`src/rtl/digit_serial_adder.sv`:
```
// Digit-serial add/subtract unit: consumes DIGIT bits per clock, LSB digit first,
// built from a ripple chain of full-adder cells with valid/ready handshakes on both sides.

module full_adder (
  input  logic a,
  input  logic b,
  input  logic ci,
  output logic s,
  output logic co
);
  assign s  = a ^ b ^ ci;
  assign co = (a & b) | (ci & (a ^ b));
endmodule

module digit_serial_adder #(
  parameter int WIDTH = 8,
  parameter int DIGIT = 1
) (
  input  logic             clk,
  input  logic             rst,
  input  logic             in_valid,
  output logic             in_ready,
  input  logic [WIDTH-1:0] a,
  input  logic [WIDTH-1:0] b,
  input  logic             cin,
  input  logic             sub,
  output logic             out_valid,
  input  logic             out_ready,
  output logic [WIDTH-1:0] sum,
  output logic             cout,
  output logic             ovf
);
  // Handshake rule: a transfer happens on a rising edge where valid and ready are
  // both high; the producer holds its payload stable until that edge.

  localparam int N     = WIDTH / DIGIT;
  localparam int CNT_W = (N > 1) ? $clog2(N) : 1;

  generate
    if (WIDTH < 2 || DIGIT < 1 || (WIDTH % DIGIT) != 0) begin : g_bad_params
      $error("digit_serial_adder: WIDTH must be >= 2 and a multiple of DIGIT");
    end
  endgenerate

  typedef enum logic [1:0] {
    IDLE = 2'd0,
    RUN  = 2'd1,
    DONE = 2'd2
  } state_t;

  state_t state;
  state_t state_next;

  logic [WIDTH-1:0] a_sh;
  logic [WIDTH-1:0] b_sh;
  logic [WIDTH-1:0] acc;
  logic [WIDTH-1:0] acc_next;
  logic             carry;
  logic [CNT_W-1:0] cnt;
  logic             a_msb;
  logic             b_msb;
  logic [DIGIT-1:0] dsum;
  logic [DIGIT:0]   dcarry;
  logic             accept;
  logic             last;

  assign in_ready  = (state == IDLE) & ~rst;
  assign out_valid = (state == DONE);
  assign accept    = in_valid & in_ready;
  assign last      = (state == RUN) && (cnt == CNT_W'(N - 1));

  // One digit worth of full-adder cells, rippling the carry held between cycles.
  assign dcarry[0] = carry;
  generate
    for (genvar i = 0; i < DIGIT; i++) begin : g_fa
      full_adder u_fa (
        .a  (a_sh[i]),
        .b  (b_sh[i]),
        .ci (dcarry[i]),
        .s  (dsum[i]),
        .co (dcarry[i+1])
      );
    end
  endgenerate

  // New digit enters at the MSB end so after N shifts the LSB digit sits at bit 0.
  generate
    if (N == 1) begin : g_acc_single
      assign acc_next = dsum;
    end else begin : g_acc_shift
      assign acc_next = {dsum, acc[WIDTH-1:DIGIT]};
    end
  endgenerate

  always_ff @(posedge clk) begin
    if (rst) begin
      state <= IDLE;
    end else begin
      state <= state_next;
    end
  end

  always_comb begin
    state_next = state;
    case (state)
      IDLE:    if (accept) state_next = RUN;
      RUN:     if (last) state_next = DONE;
      DONE:    if (out_ready) state_next = IDLE;
      default: state_next = IDLE;
    endcase
  end

  always_ff @(posedge clk) begin
    if (rst) begin
      a_sh  <= '0;
      b_sh  <= '0;
      acc   <= '0;
      carry <= 1'b0;
      cnt   <= '0;
      a_msb <= 1'b0;
      b_msb <= 1'b0;
      sum   <= '0;
      cout  <= 1'b0;
      ovf   <= 1'b0;
    end else begin
      case (state)
        IDLE: begin
          if (accept) begin
            a_sh  <= a;
            b_sh  <= sub ? ~b : b;
            carry <= sub ? 1'b1 : cin;
            cnt   <= '0;
            a_msb <= a[WIDTH-1];
            b_msb <= sub ? ~b[WIDTH-1] : b[WIDTH-1];
          end
        end
        RUN: begin
          a_sh  <= a_sh >> DIGIT;
          b_sh  <= b_sh >> DIGIT;
          acc   <= acc_next;
          carry <= dcarry[DIGIT];
          cnt   <= cnt + 1'b1;
          // Outputs only change on the final digit, so they hold through IDLE and RUN.
          if (last) begin
            sum  <= acc_next;
            cout <= dcarry[DIGIT];
            ovf  <= (a_msb == b_msb) && (acc_next[WIDTH-1] != a_msb);
          end
        end
        default: ;
      endcase
    end
  end

endmodule

```
`config.mk`:
```
export PLATFORM = sky130hd
export DESIGN_NAME = digit_serial_adder
export DESIGN_NICKNAME = d
export VERILOG_FILES = /design/src/rtl/digit_serial_adder.sv
export SDC_FILE = /design/constraint.sdc
export NUM_CORES = 1
export LEC_CHECK = 0
export CAP_MARGIN = 10
export CORE_MARGIN = 2
export CORE_UTILIZATION = 52
export DETAILED_ROUTE_END_ITERATION = 7
export HOLD_SLACK_MARGIN = 0.12
export PLACE_DENSITY = 0.86
export SLEW_MARGIN = 15
export SYNTH_ARGS = -nofsm -noshare
export SYNTH_HDL_FRONTEND = slang
export SYNTH_SLANG_ARGS = --single-unit
```
`constraint.sdc`:
```
create_clock -name clk -period 2.27 [get_ports clk]
set_clock_uncertainty 0.2 [all_clocks]
set_input_delay 0.3405 -clock clk [delete_from_list [all_inputs] [get_ports clk]]
set_output_delay 0.3405 -clock clk [all_outputs]
set_load 0.02 [all_outputs]
```
# After elaboration in Yosys (flattened, before gate mapping)
# Cells that the tools add are included.
# W data, S select, Z words.
[op_classes]
div_mod_pow = 0
muxes = 15
bitwise_logic = 10
reduce_logical = 8
n_eq_ne = 8
mul = 0
shift = 0
add_sub_neg = 1
magnitude_cmp = 0
[ops]
columns = ["cell", "count"]
rows = [
  ["$pmux W8 S2", 2],
  ["$mux W8", 3],
  ["$not A8 Y8", 1],
  ["$mux W2", 3],
  ["$pmux W2 S3", 1],
  ["$pmux W3 S2", 1],
  ["$reduce_and A2 Y1", 3],
  ["$and A1 B1 Y1", 4],
  ["$ne A2 B2 Y1 const B", 2],
  ["$add A3 B1 Y3 const B", 1],
  ["$eq A3 B3 Y1 const B", 1],
  ["$mux W1", 3],
  ["$mux W3", 1],
  ["$reduce_and A3 Y1", 1],
  ["$eq A2 B1 Y1 const B", 1],
  ["$eq A2 B2 Y1 const B", 1],
  ["$logic_and A1 B1 Y1", 2],
  ["$logic_not A2 Y1", 1],
  ["$ne A2 B1 Y1 const B", 1],
  ["$not A1 Y1", 2],
  ["$pmux W1 S2", 1],
  ["$reduce_bool A2 Y1", 1],
  ["$xor A1 B1 Y1", 2],
  ["$eq A1 B1 Y1", 1],
  ["2 further kinds", 2],
]
[totals]
output_inout_bits = 12
regBits = 42
ram_bits = 0
n_memories = 0
in_bits = 22
word_cells = 53
latch_bits = 0
romBits = 0

# Longest topological paths before layout
# Gate-level depths: netlist of run 1.
[depth]
word_depth = 5
depth_mapped = 6
mapped_depth_nobuf = 5

# Hierarchy
# Synthesis of run 1 repeated with hierarchy kept, for this count alone.
[hier_totals]
cells_unflattened = 211
area_unflattened_um2 = 1885.6
[modules_own_cells]
columns = ["mod", "n_inst", "area_each_um2", "seq_area_each_um2", "cells_each"]
rows = [
  ["digit_serial_adder", 1, 1865.5, 820.8, 210],
  ["full_adder", 1, 20.0, 0.0, 1],
]

# Worst setup path before layout of run 1
# OpenSTA, ideal clock, no wires.
[synth_timing]
path_type = "input to output"
from = "input port rst"
to = "output port in_ready"
stages = 3
path_slack_ns = 0.554
n_path_buf = 2
required_ns = 1.730
t_arrival_ns = 1.176
cell_sequence = "buf_2 buf_1 nor3_1"
[synth_via]
elab_chain_cells = 2
[synth_rtl]
columns = ["item", "line_no", "rtl"]
rows = [
  ["start, declared", "20", "input logic rst,"],
  ["$not A1 Y1", "67", "assign in_ready = (state == IDLE) & ~rst;"],
  ["$and A1 B1 Y1", "67", ""],
  ["end, declared", "22", "output logic in_ready,"],
]
# No other way between the ends.

# Worst setup path in the final report of run 1
[layout_timing]
from = "register state[0]"
to = "output port in_ready"
[layout_via]
elab_chain_cells = 2
[layout_rtl]
columns = ["item", "line_no", "rtl"]
rows = [
  ["start, declared", "51", "state_t state;"],
  ["start signal, assigned", "99", "state <= state_next;"],
  ["$logic_not A2 Y1", "67", ""],
  ["$and A1 B1 Y1", "67", ""],
]
# No other way between the ends.

==> results.yml, run 1 <==
run_status:
  outcome: "finished, final reports clean"
place:
  globalplace.congestion: 0.752
  place_inst: 275
  port-buffer-count: 33
  dpl-instance-area_um2: 2190
  hpwlAfterDp_um: 2380
clock_network:
  clock-sinks: 41
  clk_latency_ns: 0.35
  clk_pin_slew_worst_paths_ns: 0.12
  cts_root_buf: "clkbuf_4"
  cts_resized: 0
  cts_tree: "built"
  clock_path_buffers: 2
  cts_made_buffers: 5
  htree_levels: 2
  cts_setup_buffers: 0
  hold_buffers: 0
job:
  max_cap_viol_count: 0
finish:
  area_growth_pct: 20.3
  diodes: 0
  finish.utilization_pct: 66.7
  drive_gt1_share_pct: 18.1
  layout.nets: 261
  mostFrequentLayoutCells: "nand2_1, dfxtp_1, clkdlybuf4s50_1"
  final_common_cell: "nand2_1"
  design_area_um2: 2280
  final_cells: 283
worst_setup_path:
  crit_end: "in_ready"
  crit-reg2reg-capture: "a_sh[2]"
  r2r-start: "state[0]"
  timing.reg2reg.setup_slack_ns: 0.48
  crit_chain: "nor3_1 -> clkdlybuf4s50_1"
  cp_slowest_stage_delay_ns: 0.62
  worst-r2r-cell-count: 3
  crit_type: "reg -> out"
  arrival_ns: 1.63
  crit_path_start: "state[0]"
  cpMaxStageDelayCell: "clkdlybuf4s50_1"
  start_kind: "flop"
  required_ns: 1.73
  cp_max_fo: 9
  critPathCaptureType: "output port"
global_routing:
  grt_antenna_before_repair: 0
  first_global_vias: 1537
  grt_pass1_wl_um: 6610
  grt-ovfl-total: 0
  grt_max_degree: 43
  grtUsageTotal_pct: 20.3
synthesis:
  synth_edf_count: 0
  syn_avg_cell_area_um2: 8.98
  synth-async-reset-ratio_pct: 0
  synth_top_cell_by_area: "dfxtp_1"
  yosys-top-cells-area: "dfxtp_1, nand2_1, a21oi_1"
  syn_nets: 236
  yosysWarnings: 0
  synthCells: 211
  ys_ff_latch: 41
  synthFlopType: "dfxtp_1"
  yosysSeqAreaShare_pct: 43.3
  yosysUniqueCellTypes: 33
  synth_top_cell_area_share_pct: 43.3
  syn-cell-area_um2: 1890
routing:
  antenna_left: 0
  vias: 1531
  drc: 0
  first_pass_iters: 4
  routed_wl_um: 3570
  wire_per_inst_um: 12.6
  drtIter0Drc: 124
  detail_route.vias_per_cell: 5.41
floorplan:
  die_area_um2: 4140
  die_h_um: 64.4
  pin_count: 34
  start_util_pct: 55.5
  fp.dieW_um: 64.4
  coreArea_um2: 3420
  rows: 21
timing:
  rsz0062_at_grt: "no"
  max_freq_mhz: 462
  max-slew-margin-rel_pct: 67.2
  hold_viol: 0
  final-setup-viol-count: 0
  tns_ns: 0
  period_needed_ns: 2.17
  worstMarginPinSlew_ns: 0.493
  maxSlewViolCount: 0
  fin_crit_sh_pct: 95.4
worst_hold_path:
  hold_class: "reg -> reg"
pwr:
  power_density_nw_per_um2: 641
  p_leak_uw: 0.000767
  ir_worst_vdd_mv: 0.352
[stage by stage]
stage	total power [uW]	worst slack [ns]	hold WS, ns
6_report	1460	0.104	0.263
5_1_grt	1530	0.0346	0.282
2_1_floorplan	919	0.554	0.232
4_1_cts	1470	0.00162	0.267
3_3_place_gp	970	0.182	0.243
3_5_place_dp	976	0.143	0.249
[critical path, delay by kind of cell, from the launching register on]
| family | cells | cell delay (ns) |
|---|---|---|
| buf+inv | 1 | 0.62 |
| simple gates | 1 | 0.22 |
| flops | 1 | 0.43 |
[flip-flops by register name, indices dropped and copies added (netlist names)]
register  cells
a_sh          8
b_msb         1
ovf           1
cnt           3
acc           7
cout          1
carry         1
state         2
a_msb         1
sum           8
b_sh          8
[cells in the mapped netlist (all sizes together) (2+ instances only)]
cell type and count:
nand3b 2, nor2 6, xor2 8, nor2b 3
a311oi 7, nor3 12, nand3 10, dfxtp 41
nand2 52, ha 2, nand2b 3, a21oi 28
buf 15, clkbuf 5, a22oi 7
[final cells by class]
type                       count  area [um^2]
clock buffer                   6         51.3
clock inverter                 2         37.5
fill                         277         1140
tap                           46         57.6
inverter                       1         3.75
sequential                    41          822
timing repair buffer          38          363
multi-input combinational    149          943
[report_power, final]
| part | switching [uW] | internal (uW) |
|---|---|---|
| Combinational | 101 | 88.3 |
| Sequential | 21.5 | 749 |
| Clock | 240 | 262 |
[how the worst min path moves through the flow]
stage,start,endpoint,slack (ns),cells past startpoint
2_1_floorplan,acc[1],sum[0],0.23,2
3_3_place_gp,acc[1],sum[0],0.24,2
3_5_place_dp,sum[5],sum[5],0.25,2
4_1_cts,sum[5],sum[5],0.27,2
5_1_grt,sum[7],sum[7],0.28,2
6_report,sum[5],sum[5],0.26,2
[cells by family (layout without fill, tap and decap cells)]
group                    after synthesis  after routing  share of synthesized area [%]
AND/OR/NAND/NOR                       92             92                           26.1
AO/OA/AOI/OAI                         45             45                           17.0
flip-flops                            41             41                           43.3
buffers and inverters                 21             47                           7.00
XOR/XNOR                               8              8                           3.70
adder cells (fa/ha/maj)                3              3                           2.38
multiplexers                           1              1                          0.528
[metal layers]
metal	routed length, um	vias up	global-route usage [%]	share of wire, %
li1	-	774	-	-
met1	1600	709	24.9	45
met2	1750	40	34.0	49
met3	148	8	4.40	4.1
met4	69	0	9.04	1.9
met5	0	-	0	0
Power figures use the tool's default switching activity.
==> run 2: changes to the inputs <==
- CORE_MARGIN: 2 -> 5
==> results.yml, run 2 (synthesized netlist as in run 1, its figures left out) <==
timing:
  period_needed_ns: 2.17
  fin_crit_sh_pct: 95.7
  tns_ns: 0
  final-setup-viol-count: 0
  max-slew-margin-rel_pct: 65.7
  hold_viol: 0
  maxSlewViolCount: 0
  rsz0062_at_grt: "no"
  worstMarginPinSlew_ns: 0.514
  max_freq_mhz: 461
  finalHoldWorstSlack_ns: 0.220
routing:
  antenna_left: 0
  first_pass_iters: 5
  wire_per_inst_um: 12.8
  vias: 1506
  drc: 0
  detail_route.vias_per_cell: 5.30
  routed_wl_um: 3650
  drtIter0Drc: 136
global_routing:
  grt_max_degree: 36
  grt_pass1_wl_um: 6240
  grt-ovfl-total: 0
  first_global_vias: 1394
  grtUsageTotal_pct: 15.3
  grt_antenna_before_repair: 0
finish:
  final_cells: 284
  mostFrequentLayoutCells: "nand2_1, dfxtp_1, clkdlybuf4s50_1"
  layout.nets: 261
  finish.utilization_pct: 63.5
  diodes: 0
  area_growth_pct: 20.9
  reg.largest.list: "a_sh: 8 flops, b_sh: 8 flops, sum: 8 flops"
  fillCellCount: 318
  drive_gt1_share_pct: 16.9
  final_common_cell: "nand2_1"
pwr:
  cell_internal_pwr_uw: 1080
  switching_share_pct: 24.7
  p_leak_uw: 0.000772
  ir_worst_vdd_mv: 0.300
  power_density_nw_per_um2: 626
  sequentialPowerShare_pct: 53.7
  p_clk_share_pct: 32.9
  power.total_uw: 1430
  p_comb_share_pct: 13.4
  switching_power_uw: 354
worst_setup_path:
  cp_max_fo: 9
  arrival_ns: 1.63
  cp_slowest_stage_delay_ns: 0.62
  cpMaxStageDelayCell: "clkdlybuf4s50_1"
  crit_type: "reg -> out"
  critPathCaptureType: "output port"
  crit_chain: "nor2b_1 -> clkdlybuf4s50_1"
  required_ns: 1.73
  crit-reg2reg-capture: "ovf"
  r2r-start: "cnt[0]"
  worst-r2r-cell-count: 5
  timing.reg2reg.setup_slack_ns: 0.45
  start_kind: "flop"
place:
  hpwlAfterDp_um: 2500
  port-buffer-count: 33
  globalplace.congestion: 0.732
  place_inst: 277
floorplan:
  pin_count: 34
  rows: 22
  coreArea_um2: 3610
  fp.dieW_um: 70.4
  die_area_um2: 4950
  die_h_um: 70.4
  start_util_pct: 52.5
clock_network:
  clock_path_buffers: 2
  hold_buffers: 0
  cts_resized: 0
  cts_root_buf: "clkbuf_8"
  clock-sinks: 41
  cts_made_buffers: 5
  clk_pin_slew_worst_paths_ns: 0.07
  clk_latency_ns: 0.29
  htree_levels: 2
  cts_setup_buffers: 0
  cts_tree: "built"
job:
  max_cap_viol_count: 0
run_status:
  outcome: "finished, final reports clean"
worst_hold_path:
  holdPathStages: 2
  hold_class: "in -> reg"
  hold_path_end: "a_sh[3]"
  min_from: "rst"
-- run 2: changes by cell type in the layout (fill, tap and decap cells not counted), sizes merged --
| cell | change |
|---|---|
| bufinv | -1 |
| clkbuf | +1 |
| clkinvlp | -1 |
-- run 2: area by class of cell --
class | instances | area, um^2 | share of cell area [%]
Multi-Input combinational cell | 149 | 943 | 41.2
Sequential cell | 41 | 821 | 35.8
Timing Repair Buffer | 38 | 375 | 16.4
Clock buffer | 7 | 86.3 | 3.77
Tap cell | 48 | 60.1 | 2.62
Inverter | 1 | 3.75 | 0.164
-- run 2: worst max-delay path by stage --
stage / startpoint / endpoint / slack, ns / cells past startpoint
floorplan: rst / in_ready / 0.55 / 3
global placement: in_valid / a_sh[5] / 0.19 / 4
detailed placement: in_valid / a_sh[2] / 0.15 / 4
CTS: state[1] / out_valid / 0.09 / 2
global route: state[1] / out_valid / 0.06 / 2
finish: state[1] / out_valid / 0.1 / 2
-- run 2: power by group through the flow --
stage | Sequential [uW] | Clock, uW | Combinational, uW
after floorplan | 779 | 0 | 140
after global placement | 785 | 0 | 189
after detailed placement | 786 | 0 | 194
after CTS | 770 | 483 | 194
after global routing | 774 | 525 | 212
final | 770 | 471 | 193
-- run 2: per-layer routing --
metal  vias to the layer above  share of wire [%]  global-route usage [%]
met2                        30                 50                    26.8
met1                       702                 45                    18.2
met4                         0               0.85                    5.74
li1                        770                  -                       -
met5                         -                  0                       0
met3                         4                3.8                    3.31
-- run 2: through the flow --
stage	worst slack [ns]	instance area, um^2
after global placement	0.186	2200
after global routing	0.0570	2290
after floorplan	0.554	1890
after CTS	0.0879	2290
final	0.0987	2290
after detailed placement	0.151	2200
-- run 2: worst max-delay path: cells and delay by family, from the launching register on --
kind,cells,cell delay [ns]
buf+inv,1,0.62
flops,1,0.51
simple gates,1,0.21
